[src/rtl/cheri_btb_predictor_pkg.sv]
// Shared CHERI BTB types: configuration constants, entry layout, flush FSM states
// and the PC field-extraction helpers used by the predictor.
package cheri_btb_predictor_pkg;

    localparam int unsigned NR_ENTRIES = 32;
    localparam int unsigned VLEN       = 64;
    localparam int unsigned META_W     = 64;
    localparam int unsigned TAG_W      = 16;
    localparam int unsigned ROW_OFFSET = 1;
    localparam int unsigned IDX_W      = $clog2(NR_ENTRIES);

    typedef logic [IDX_W-1:0] btb_idx_t;
    typedef logic [TAG_W-1:0] btb_tag_t;

    // Target bit 0 is architecturally zero, so only VLEN-1 bits are stored.
    typedef struct packed {
        logic              valid;
        btb_tag_t          tag;
        logic [VLEN-2:0]   target;
        logic [META_W-1:0] meta;
    } btb_entry_t;

    typedef enum logic {
        IDLE,
        FLUSH
    } btb_state_e;

    function automatic btb_idx_t btb_index(input logic [VLEN-1:0] pc);
        return pc[ROW_OFFSET +: IDX_W];
    endfunction

    function automatic btb_tag_t btb_tag(input logic [VLEN-1:0] pc);
        return pc[ROW_OFFSET + IDX_W +: TAG_W];
    endfunction

endpackage

[src/rtl/cheri_btb_predictor_if.sv]
// Frontend-facing bundle of the BTB: lookup/predict, training stream and flush control.
interface cheri_btb_predictor_if;
    import cheri_btb_predictor_pkg::*;

    logic              debug_mode_i;
    logic              flush_bp_i;
    logic              busy_o;
    logic              lookup_valid_i;
    logic [VLEN-1:0]   lookup_pc_i;
    logic              predict_valid_o;
    logic [VLEN-1:0]   predict_target_o;
    logic [META_W-1:0] predict_meta_o;
    logic              upd_valid_i;
    logic              upd_mispredict_i;
    logic              upd_is_jumpr_i;
    logic [VLEN-1:0]   upd_pc_i;
    logic [VLEN-1:0]   upd_target_i;
    logic [META_W-1:0] upd_meta_i;

    modport slave (
        input  debug_mode_i, flush_bp_i, lookup_valid_i, lookup_pc_i,
        input  upd_valid_i, upd_mispredict_i, upd_is_jumpr_i, upd_pc_i, upd_target_i, upd_meta_i,
        output busy_o, predict_valid_o, predict_target_o, predict_meta_o
    );

    modport master (
        output debug_mode_i, flush_bp_i, lookup_valid_i, lookup_pc_i,
        output upd_valid_i, upd_mispredict_i, upd_is_jumpr_i, upd_pc_i, upd_target_i, upd_meta_i,
        input  busy_o, predict_valid_o, predict_target_o, predict_meta_o
    );

endinterface

[src/rtl/cheri_btb_ram.sv]
// BTB payload storage: one synchronous read port, one write port, read-before-write.
module cheri_btb_ram #(
    parameter  int unsigned DEPTH  = 32,
    parameter  int unsigned DATA_W = 8,
    localparam int unsigned ADDR_W = $clog2(DEPTH)
) (
    input  logic              clk,
    input  logic              we,
    input  logic [ADDR_W-1:0] waddr,
    input  logic [DATA_W-1:0] wdata,
    input  logic              re,
    input  logic [ADDR_W-1:0] raddr,
    output logic [DATA_W-1:0] rdata
);

    logic [DATA_W-1:0] mem [DEPTH];

    // NOTE: no reset on the array; validity lives in separate flops, so stale
    // payload is never observed and the array can map onto plain RAM.
    always_ff @(posedge clk) begin
        // NOTE: non-blocking writes make a same-edge read see the old word,
        // which is exactly the read-before-write behaviour required here.
        if (we) begin
            mem[waddr] <= wdata;
        end
        if (re) begin
            rdata <= mem[raddr];
        end
    end

endmodule

[src/rtl/cheri_btb_predictor.sv]
// Direct-mapped BTB for capability jumps: 1-cycle lookup, trained on mispredicted
// JumpR, sequential one-entry-per-cycle flush.
module cheri_btb_predictor
    import cheri_btb_predictor_pkg::*;
(
    input  logic                  clk_i,
    input  logic                  rst_ni,
    cheri_btb_predictor_if.slave  bus
);

    localparam int unsigned DATA_W = $bits(btb_entry_t) - 1;

    btb_state_e            state_q;
    logic                  busy_q;
    btb_idx_t              flush_cnt_q;
    logic [NR_ENTRIES-1:0] valid_q;

    logic                  lookup_req_q;
    logic                  entry_valid_q;
    btb_tag_t              lookup_tag_q;
    logic [VLEN-1:0]       target_q;
    logic [META_W-1:0]     meta_q;

    btb_idx_t              lookup_idx;
    btb_idx_t              upd_idx;
    logic                  train;
    logic                  hit;
    btb_entry_t            wr_entry;
    btb_entry_t            rd_entry;
    logic [DATA_W-1:0]     rd_data;

    assign lookup_idx = btb_index(bus.lookup_pc_i);
    assign upd_idx    = btb_index(bus.upd_pc_i);

    // Only mispredicted JumpR outside debug mode trains; updates while flushing are dropped.
    assign train = bus.upd_valid_i && bus.upd_mispredict_i && bus.upd_is_jumpr_i
                && !bus.debug_mode_i && (state_q == IDLE);

    assign wr_entry = '{
        valid:  1'b1,
        tag:    btb_tag(bus.upd_pc_i),
        target: bus.upd_target_i[VLEN-1:1],
        meta:   bus.upd_meta_i
    };

    cheri_btb_ram #(
        .DEPTH  (NR_ENTRIES),
        .DATA_W (DATA_W)
    ) u_ram (
        .clk   (clk_i),
        .we    (train),
        .waddr (upd_idx),
        .wdata (wr_entry[DATA_W-1:0]),
        .re    (bus.lookup_valid_i),
        .raddr (lookup_idx),
        .rdata (rd_data)
    );

    // The valid bit is sampled alongside the RAM read so both reflect the same edge.
    assign rd_entry = {entry_valid_q, rd_data};
    assign hit      = lookup_req_q && rd_entry.valid && (rd_entry.tag == lookup_tag_q);

    assign bus.predict_valid_o  = hit;
    assign bus.predict_target_o = hit ? {rd_entry.target, 1'b0} : target_q;
    assign bus.predict_meta_o   = hit ? rd_entry.meta : meta_q;
    assign bus.busy_o           = busy_q;

    always_ff @(posedge clk_i) begin
        if (!rst_ni) begin
            state_q       <= IDLE;
            busy_q        <= 1'b0;
            flush_cnt_q   <= '0;
            valid_q       <= '0;
            lookup_req_q  <= 1'b0;
            entry_valid_q <= 1'b0;
            lookup_tag_q  <= '0;
            target_q      <= '0;
            meta_q        <= '0;
        end else begin
            lookup_req_q  <= bus.lookup_valid_i && (state_q == IDLE);
            entry_valid_q <= valid_q[lookup_idx];
            lookup_tag_q  <= btb_tag(bus.lookup_pc_i);

            // Hold the last prediction so the outputs stay stable across misses.
            if (hit) begin
                target_q <= {rd_entry.target, 1'b0};
                meta_q   <= rd_entry.meta;
            end

            if (train) begin
                valid_q[upd_idx] <= 1'b1;
            end

            case (state_q)
                IDLE: begin
                    if (bus.flush_bp_i) begin
                        state_q     <= FLUSH;
                        busy_q      <= 1'b1;
                        flush_cnt_q <= '0;
                    end
                end
                FLUSH: begin
                    valid_q[flush_cnt_q] <= 1'b0;
                    if (bus.flush_bp_i) begin
                        flush_cnt_q <= '0;
                    end else if (flush_cnt_q == btb_idx_t'(NR_ENTRIES - 1)) begin
                        state_q     <= IDLE;
                        busy_q      <= 1'b0;
                        flush_cnt_q <= '0;
                    end else begin
                        flush_cnt_q <= flush_cnt_q + 1'b1;
                    end
                end
                default: begin
                    state_q <= IDLE;
                    busy_q  <= 1'b0;
                end
            endcase
        end
    end

endmodule

[src/flat_wrapper.sv]
// flat-port wrapper written by rule: the top's interface ports become plain ports
module cheri_btb_predictor_flat import cheri_btb_predictor_pkg::*;
  (clk_i, rst_ni, bus_debug_mode_i, bus_flush_bp_i, bus_lookup_valid_i, bus_lookup_pc_i, bus_upd_valid_i, bus_upd_mispredict_i, bus_upd_is_jumpr_i, bus_upd_pc_i, bus_upd_target_i, bus_upd_meta_i, bus_busy_o, bus_predict_valid_o, bus_predict_target_o, bus_predict_meta_o);
  cheri_btb_predictor_if bus_i ();
  input  logic clk_i;
  input  logic rst_ni;
  input wire logic [$bits(bus_i.debug_mode_i)-1:0] bus_debug_mode_i;
  input wire logic [$bits(bus_i.flush_bp_i)-1:0] bus_flush_bp_i;
  input wire logic [$bits(bus_i.lookup_valid_i)-1:0] bus_lookup_valid_i;
  input wire logic [$bits(bus_i.lookup_pc_i)-1:0] bus_lookup_pc_i;
  input wire logic [$bits(bus_i.upd_valid_i)-1:0] bus_upd_valid_i;
  input wire logic [$bits(bus_i.upd_mispredict_i)-1:0] bus_upd_mispredict_i;
  input wire logic [$bits(bus_i.upd_is_jumpr_i)-1:0] bus_upd_is_jumpr_i;
  input wire logic [$bits(bus_i.upd_pc_i)-1:0] bus_upd_pc_i;
  input wire logic [$bits(bus_i.upd_target_i)-1:0] bus_upd_target_i;
  input wire logic [$bits(bus_i.upd_meta_i)-1:0] bus_upd_meta_i;
  output wire logic [$bits(bus_i.busy_o)-1:0] bus_busy_o;
  output wire logic [$bits(bus_i.predict_valid_o)-1:0] bus_predict_valid_o;
  output wire logic [$bits(bus_i.predict_target_o)-1:0] bus_predict_target_o;
  output wire logic [$bits(bus_i.predict_meta_o)-1:0] bus_predict_meta_o;
  assign bus_i.debug_mode_i = bus_debug_mode_i;
  assign bus_i.flush_bp_i = bus_flush_bp_i;
  assign bus_i.lookup_valid_i = bus_lookup_valid_i;
  assign bus_i.lookup_pc_i = bus_lookup_pc_i;
  assign bus_i.upd_valid_i = bus_upd_valid_i;
  assign bus_i.upd_mispredict_i = bus_upd_mispredict_i;
  assign bus_i.upd_is_jumpr_i = bus_upd_is_jumpr_i;
  assign bus_i.upd_pc_i = bus_upd_pc_i;
  assign bus_i.upd_target_i = bus_upd_target_i;
  assign bus_i.upd_meta_i = bus_upd_meta_i;
  assign bus_busy_o = bus_i.busy_o;
  assign bus_predict_valid_o = bus_i.predict_valid_o;
  assign bus_predict_target_o = bus_i.predict_target_o;
  assign bus_predict_meta_o = bus_i.predict_meta_o;
  cheri_btb_predictor u_core (.clk_i(clk_i), .rst_ni(rst_ni), .bus(bus_i));
endmodule
[config.mk]
export PLATFORM = sky130hd
export DESIGN_NAME = cheri_btb_predictor_flat
export DESIGN_NICKNAME = d
export VERILOG_FILES = /design/src/rtl/cheri_btb_predictor_pkg.sv /design/src/rtl/cheri_btb_predictor_if.sv /design/src/rtl/cheri_btb_ram.sv /design/src/rtl/cheri_btb_predictor.sv /design/src/flat_wrapper.sv
export SDC_FILE = /design/constraint.sdc
export NUM_CORES = 2
export LEC_CHECK = 0
export CAP_MARGIN = 10
export CORE_ASPECT_RATIO = 1.1
export CORE_UTILIZATION = 50
export DETAILED_ROUTE_END_ITERATION = 8
export PLACE_DENSITY = 0.67
export SLEW_MARGIN = 10
export SYNTH_ARGS = -nofsm -noshare
export SYNTH_HDL_FRONTEND = slang
export SYNTH_MEMORY_MAX_BITS = 65536
export SYNTH_SLANG_ARGS = --single-unit
[constraint.sdc]
create_clock -name clk_i -period 9.4 [get_ports clk_i]
set_input_delay 0.94 -clock clk_i [delete_from_list [all_inputs] [get_ports clk_i]]
set_output_delay 0.94 -clock clk_i [all_outputs]
set_load 0.05 [all_outputs]
Word-level counts from Yosys, hierarchy flattened --
Memory sizes are Yosys's and may differ from the RTL's. A register that Yosys moved wholly into a read port is not among the register bits. Index checks and enable logic that the tools add are counted.
Storage, ports and cells: memories kept 1, logic and storage cells 61, input port bits 264, bits in registers 185, RAM bits 4576
Operators by class: magnitude comparators 5, add/subtract/negate cells 1, bitwise logic cells 4, reduce and logical (&&, ||, !) cells 11, multiplexer cells 25, equality and inequality tests 5
Memories:
- u_core.u_ram.mem | depth 32, width 143, read ports 1, clocked after memory_dff 1, wr ports 1, line cheri_btb_ram.sv:16 | logic [DATA_W-1:0] mem [DEPTH];
Operators by type and width (number):
- 64-bit two-way mux | 2
- 32-bit two-way mux | 3
- 32-bit bitwise AND | 1
- 32-bit NOT | 1
- 32-bit OR | 1
- 5-bit by 6-bit less-than comparator with 1-bit output (second input constant) | 3
- 16-bit == test | 1
- 5-bit two-way mux | 3
- 1-bit two-way mux | 11
- 1-bit demux with 5-bit select | 2
- 5-bit by 1-bit greater-or-equal comparator with 1-bit output (second input constant) | 2
- 5-bit case mux with 2 select lines | 1
- 1-bit logical AND | 9
- 2-bit inequality test (second input constant) | 3
- 5-bit by 1-bit adder with 5-bit output (second input constant) | 1
- 1-bit binary-select mux with 5-bit select | 1
- 5-bit == test (second input constant) | 1
- 1-bit case mux with 2 select lines | 2
- 3-bit AND reduction | 1
- 1-bit logical NOT | 1
- 1-bit NOT | 1

Longest topological paths before layout --
word-level depth 9, mapped depth 8, depth with buffers taken out 7

Cells and area by module --
From an unflattened synthesis, not the netlist that was laid out.
Unflattened totals: cells, all modules 8182, area total of the unflattened synthesis 183763.7 µm²
By module, submodules not included:
- cheri_btb_ram | instances 1, cells each 7178, area an instance 174935.3 µm²
- cheri_btb_predictor | instances 1, cells each 1004, area an instance 8828.5 µm²

Least setup slack after synthesis --
OpenSTA, ideal clock, no wires.
path type input to register, from input bus_upd_is_jumpr_i, to memory u_core.u_ram.mem[28][0] (netlist name), enable pin, arrival time 7582 ps, setup slack 1169 ps, library setup time 650 ps, path buffers 0, stages on the path 4, path through nand4b_1 nor3b_1 nand3_1 nor2_1
Between the ends: longest elaborated chain between the ends 5
RTL lines:
- start, declared | line flat_wrapper.sv:13 | input wire logic [$bits(bus_i.upd_is_jumpr_i)-1:0] bus_upd_is_jumpr_i;
- 1-bit logical AND | line cheri_btb_predictor.sv:36 | assign train = bus.upd_valid_i && bus.upd_mispredict_i && bus.upd_is_jumpr_i
- 1-bit logical AND (2 in a row) | line cheri_btb_predictor.sv:37 | && !bus.debug_mode_i && (state_q == IDLE);
- 1-bit two-way mux | line cheri_btb_ram.sv:23 | if (we) begin
- 1-bit two-way mux (not written as such) | line cheri_btb_ram.sv:24 | mem[waddr] <= wdata;
- end, declared | line cheri_btb_ram.sv:16
No other way between the ends.

Final worst setup path --
from register u_core.u_ram.rdata[142] (read register of u_core.u_ram.mem), to output bus_predict_meta_o[42]
Between the ends: longest elaborated chain between the ends 3
RTL lines:
- start, declared | line cheri_btb_ram.sv:13 | output logic [DATA_W-1:0] rdata
- 16-bit == test | line cheri_btb_predictor.sv:61 | assign hit = lookup_req_q && rd_entry.valid && (rd_entry.tag == lookup_tag_q);
- 1-bit logical AND | line cheri_btb_predictor.sv:61
- 64-bit two-way mux | line cheri_btb_predictor.sv:65 | assign bus.predict_meta_o = hit ? rd_entry.meta : meta_q;
- end, declared | line flat_wrapper.sv:20 | output wire logic [$bits(bus_i.predict_meta_o)-1:0] bus_predict_meta_o;
No other way between the ends.

==> results.sh <==
export IMPL_cts_resized=0
export IMPL_cpLargestDelayFamily="buffers and inverters"
export IMPL_worstSetupStartpointType="flop"
export IMPL_final_layout_size_suffix_gt1_share_pct=28.5
export IMPL_grt_total_usage_pct=24.4
export IMPL_clockBufferDepth=4
export IMPL_final_hold_violation_count=0
export IMPL_dpl_hpwl_um=224000
export IMPL_p_leak_nw=65.3
export IMPL_floorplan_rows=233
export IMPL_post_cts_setup_buffers=0
export IMPL_run_status="finished, final reports clean"
export IMPL_placed_area_um2=194000
export IMPL_grt_start_max_net_pins=152
export IMPL_wl_per_cell_um=34.0
export IMPL_min_period_ns=6.16
export IMPL_final_cell_mix="edfxtp_1 (4719), mux4_2 (1437), clkbuf_16 (468)"
export IMPL_initial_core_util_pct=50.4
export IMPL_vias=85000
export IMPL_final_setup_tns_ns=0
export IMPL_finalSetupViolCount=0
export IMPL_slew_headroom_pct=14.7
export IMPL_slowest_stage="buf_4"
export IMPL_crit_path_cell_trace="xor2_1 > nor4_1 > and2_4 > buf_4 > nand3_1 > nand2_1 > clkdlybuf4s50_1"
export IMPL_cts_hold_buf=0
export IMPL_die_area_um2=372000
export IMPL_dp_cells=12500
export IMPL_area_delta_synth_final_pct=13.2
export IMPL_grt_pass1_vias=87200
export IMPL_synth_avg_cell_area_um2=24.2
export IMPL_antenna_found_initial=72
export IMPL_critical_path_class="flop to output pin"
export IMPL_ys_types=38
export IMPL_worst_slew_pin_transition_ns=1.28
export IMPL_overflow=0
export IMPL_numCtsBuffers=463
export IMPL_final_area_um2=209000
export IMPL_clk_latency_ns=1.01
export IMPL_period_share_pct=65.5
export IMPL_r2r_slack_ns=4.94
export IMPL_ir_drop_uv=174
export IMPL_fin_skew_ns=0.0778
export IMPL_core_um2=367000
export IMPL_grt_pass1_wl_um=644000
export IMPL_drc_errors=0
export IMPL_finalNetCount=8414
export IMPL_htreeDepth=5
export IMPL_synth_nets=7902
export IMPL_worst_path_buf_inv=2
export IMPL_vias_per_cell=6.35
export IMPL_syn_inst=7633
export IMPL_ant_nets=0
export IMPL_hold_path_depth=1
export IMPL_maxSlewViolCount=0
export IMPL_clk_pin_slew_ns=0.06
export IMPL_io_buffers=306
export IMPL_regToRegEndpoint="u_core.u_ram.mem[28][119]"
export IMPL_dr_pass1_iters=6
export IMPL_yosysWarnings=0
export IMPL_cap_violations=0
export IMPL_max_stage_delay_ns=0.98
export IMPL_finalWirelength_um=455000
export IMPL_min_path_type="primary input to flop"
export IMPL_fin_cells=13400
export IMPL_cts_sinks=4904
export IMPL_rsz0062_at_grt="no"
export IMPL_die_width_um=582
export IMPL_final_common_cell="edfxtp_1"
export IMPL_r2r_start="u_core.state_q"
export IMPL_syn_area_um2=185000
export IMPL_cp_required_ns=8.46
export IMPL_crit_arrival_ns=5.22
export IMPL_io_pins=394
export IMPL_power_mw=44.2
export IMPL_p_per_area_nw_per_um2=211
export IMPL_fmax_mhz=162
export IMPL_ff2ff_path_depth=6
export IMPL_drt_iter0_markers=9049
export IMPL_synth_seq_area_share_pct=78.6
export IMPL_die_height_um=640
export IMPL_cts_tree="built"
export IMPL_crit_path_end_kind="output pin"
export IMPL_min_from="bus_lookup_valid_i"
export IMPL_cp_max_fo=67
export IMPL_synth_seq_cells=4904
export IMPL_gp_congestion=0.755
export IMPL_min_to="u_core.u_ram.rdata[73]"
export IMPL_root_buffer="clkbuf_16"
==> Yosys cell counts <==
cell / count / area, um^2
a21oi_1: 132 / 661
a21boi_0: 1 / 7.51
buf_4: 18 / 135
dfxtp_1: 185 / 3700
a31oi_1: 2 / 12.5
buf_1: 23 / 86.3
and2_1: 19 / 119
o211a_1: 32 / 320
xnor2_1: 4 / 35.0
buf_6: 1 / 11.3
nand3b_1: 1 / 7.51
nand2b_1: 6 / 37.5
and3b_1: 1 / 8.76
nor4_1: 3 / 18.8
xor2_1: 12 / 105
nand3_1: 130 / 651
nand4b_1: 1 / 8.76
buf_2: 99 / 495
mux4_2: 1437 / 32400
and3_1: 4 / 25.0
nor3_1: 3 / 15.0
nand4_1: 2 / 12.5
a221oi_1: 2 / 17.5
nor2_1: 48 / 180
ha_1: 5 / 62.6
inv_1: 5 / 18.8
nand2_1: 170 / 638
a311oi_1: 1 / 8.76
o21ai_0: 129 / 646
or2_2: 1 / 6.26
a22o_1: 1 / 8.76
clkbuf_1: 281 / 1050
a22oi_1: 1 / 7.51
mux2i_1: 4 / 40.0
nor3b_1: 2 / 15.0
edfxtp_1: 4719 / 142000
mux2_2: 143 / 1610
nor2b_1: 5 / 31.3
==> stage by stage <==
step	hold WS [ns]	util, %	setup slack [ns]
after global routing	0.376	57.0	2.91
after CTS	0.340	57.0	3.04
after floorplan	0.444	-	1.17
final	0.392	57.0	3.24
after global placement	0.460	53.0	4.14
after detailed placement	0.461	53.0	4.09
==> metal layers <==
metal / GRT usage [%] / wire length (um)
met4: 6.94 / 13000
met1: 32.5 / 174000
met3: 3.49 / 33200
met2: 42.2 / 234000
met5: 0 / 180
==> how the worst max path moves through the flow <==
stage                            start                      end  depth (start not counted)
2_1_floorplan       bus_upd_is_jumpr_i  u_core.u_ram.mem[28][0]                          4
3_3_place_gp   u_core.u_ram.rdata[142]   bus_predict_meta_o[52]                          7
3_5_place_dp   u_core.u_ram.rdata[142]   bus_predict_meta_o[41]                          7
4_1_cts        u_core.u_ram.rdata[142]   bus_predict_meta_o[22]                          7
5_1_grt        u_core.u_ram.rdata[142]   bus_predict_meta_o[28]                          7
6_report       u_core.u_ram.rdata[142]   bus_predict_meta_o[42]                          7
==> sequential cells by signal, indices dropped and copies added, names as in the netlist <==
name	count
u_core.lookup_tag_q	16
u_core.lookup_req_q	1
u_core.bus.busy_o	1
u_core.entry_valid_q	1
u_core.meta_q	64
u_core.state_q	1
u_core.flush_cnt_q	5
u_core.valid_q	32
u_core.u_ram.rdata	143
u_core.target_q	64
u_core.u_ram.mem	4576
==> power by group <==
part | internal (mW) | leakage [nW] | switching (mW)
Clock | 10.3 | 7.24 | 7.99
Combinational | 0.784 | 14.0 | 0.956
Sequential | 24.1 | 44.0 | 0.0674
Total | 35.2 | 65.3 | 9.02
==> worst reg2reg max path: cells and delay by family (launching register included) <==
family / cells / cell delay (ns)
DFF: 1 / 0.47
and+or+nand+nor: 4 / 2.33
buffers and inverters: 2 / 1.01
==> area by class of cell <==
class	instances	area, um^2
fillers	25800	158000
inverters	5	26.3
flip-flops and latches	4904	145000
diodes	27	67.6
clock buffers	591	12300
repair buffers	469	4970
well taps	4817	6030
multi-input cells	2302	37900
clock inverters	261	2520
==> logic make-up (layout without fill, tap and decap cells) <==
group / Yosys count / in the layout / share of synthesized area (%)
buffers and inverters: 427 / 1326 / 0.974
muxes: 1584 / 1584 / 18.4
other: 0 / 27 / 0
xor gates and xnor gates: 16 / 16 / 0.0758
AOI/OAI and AO/OA: 301 / 301 / 0.914
DFF: 4904 / 4904 / 78.6
adders and majority gates: 5 / 5 / 0.0338
and+or+nand+nor: 396 / 396 / 0.960
No activity file was read; power rests on OpenSTA's default activity.
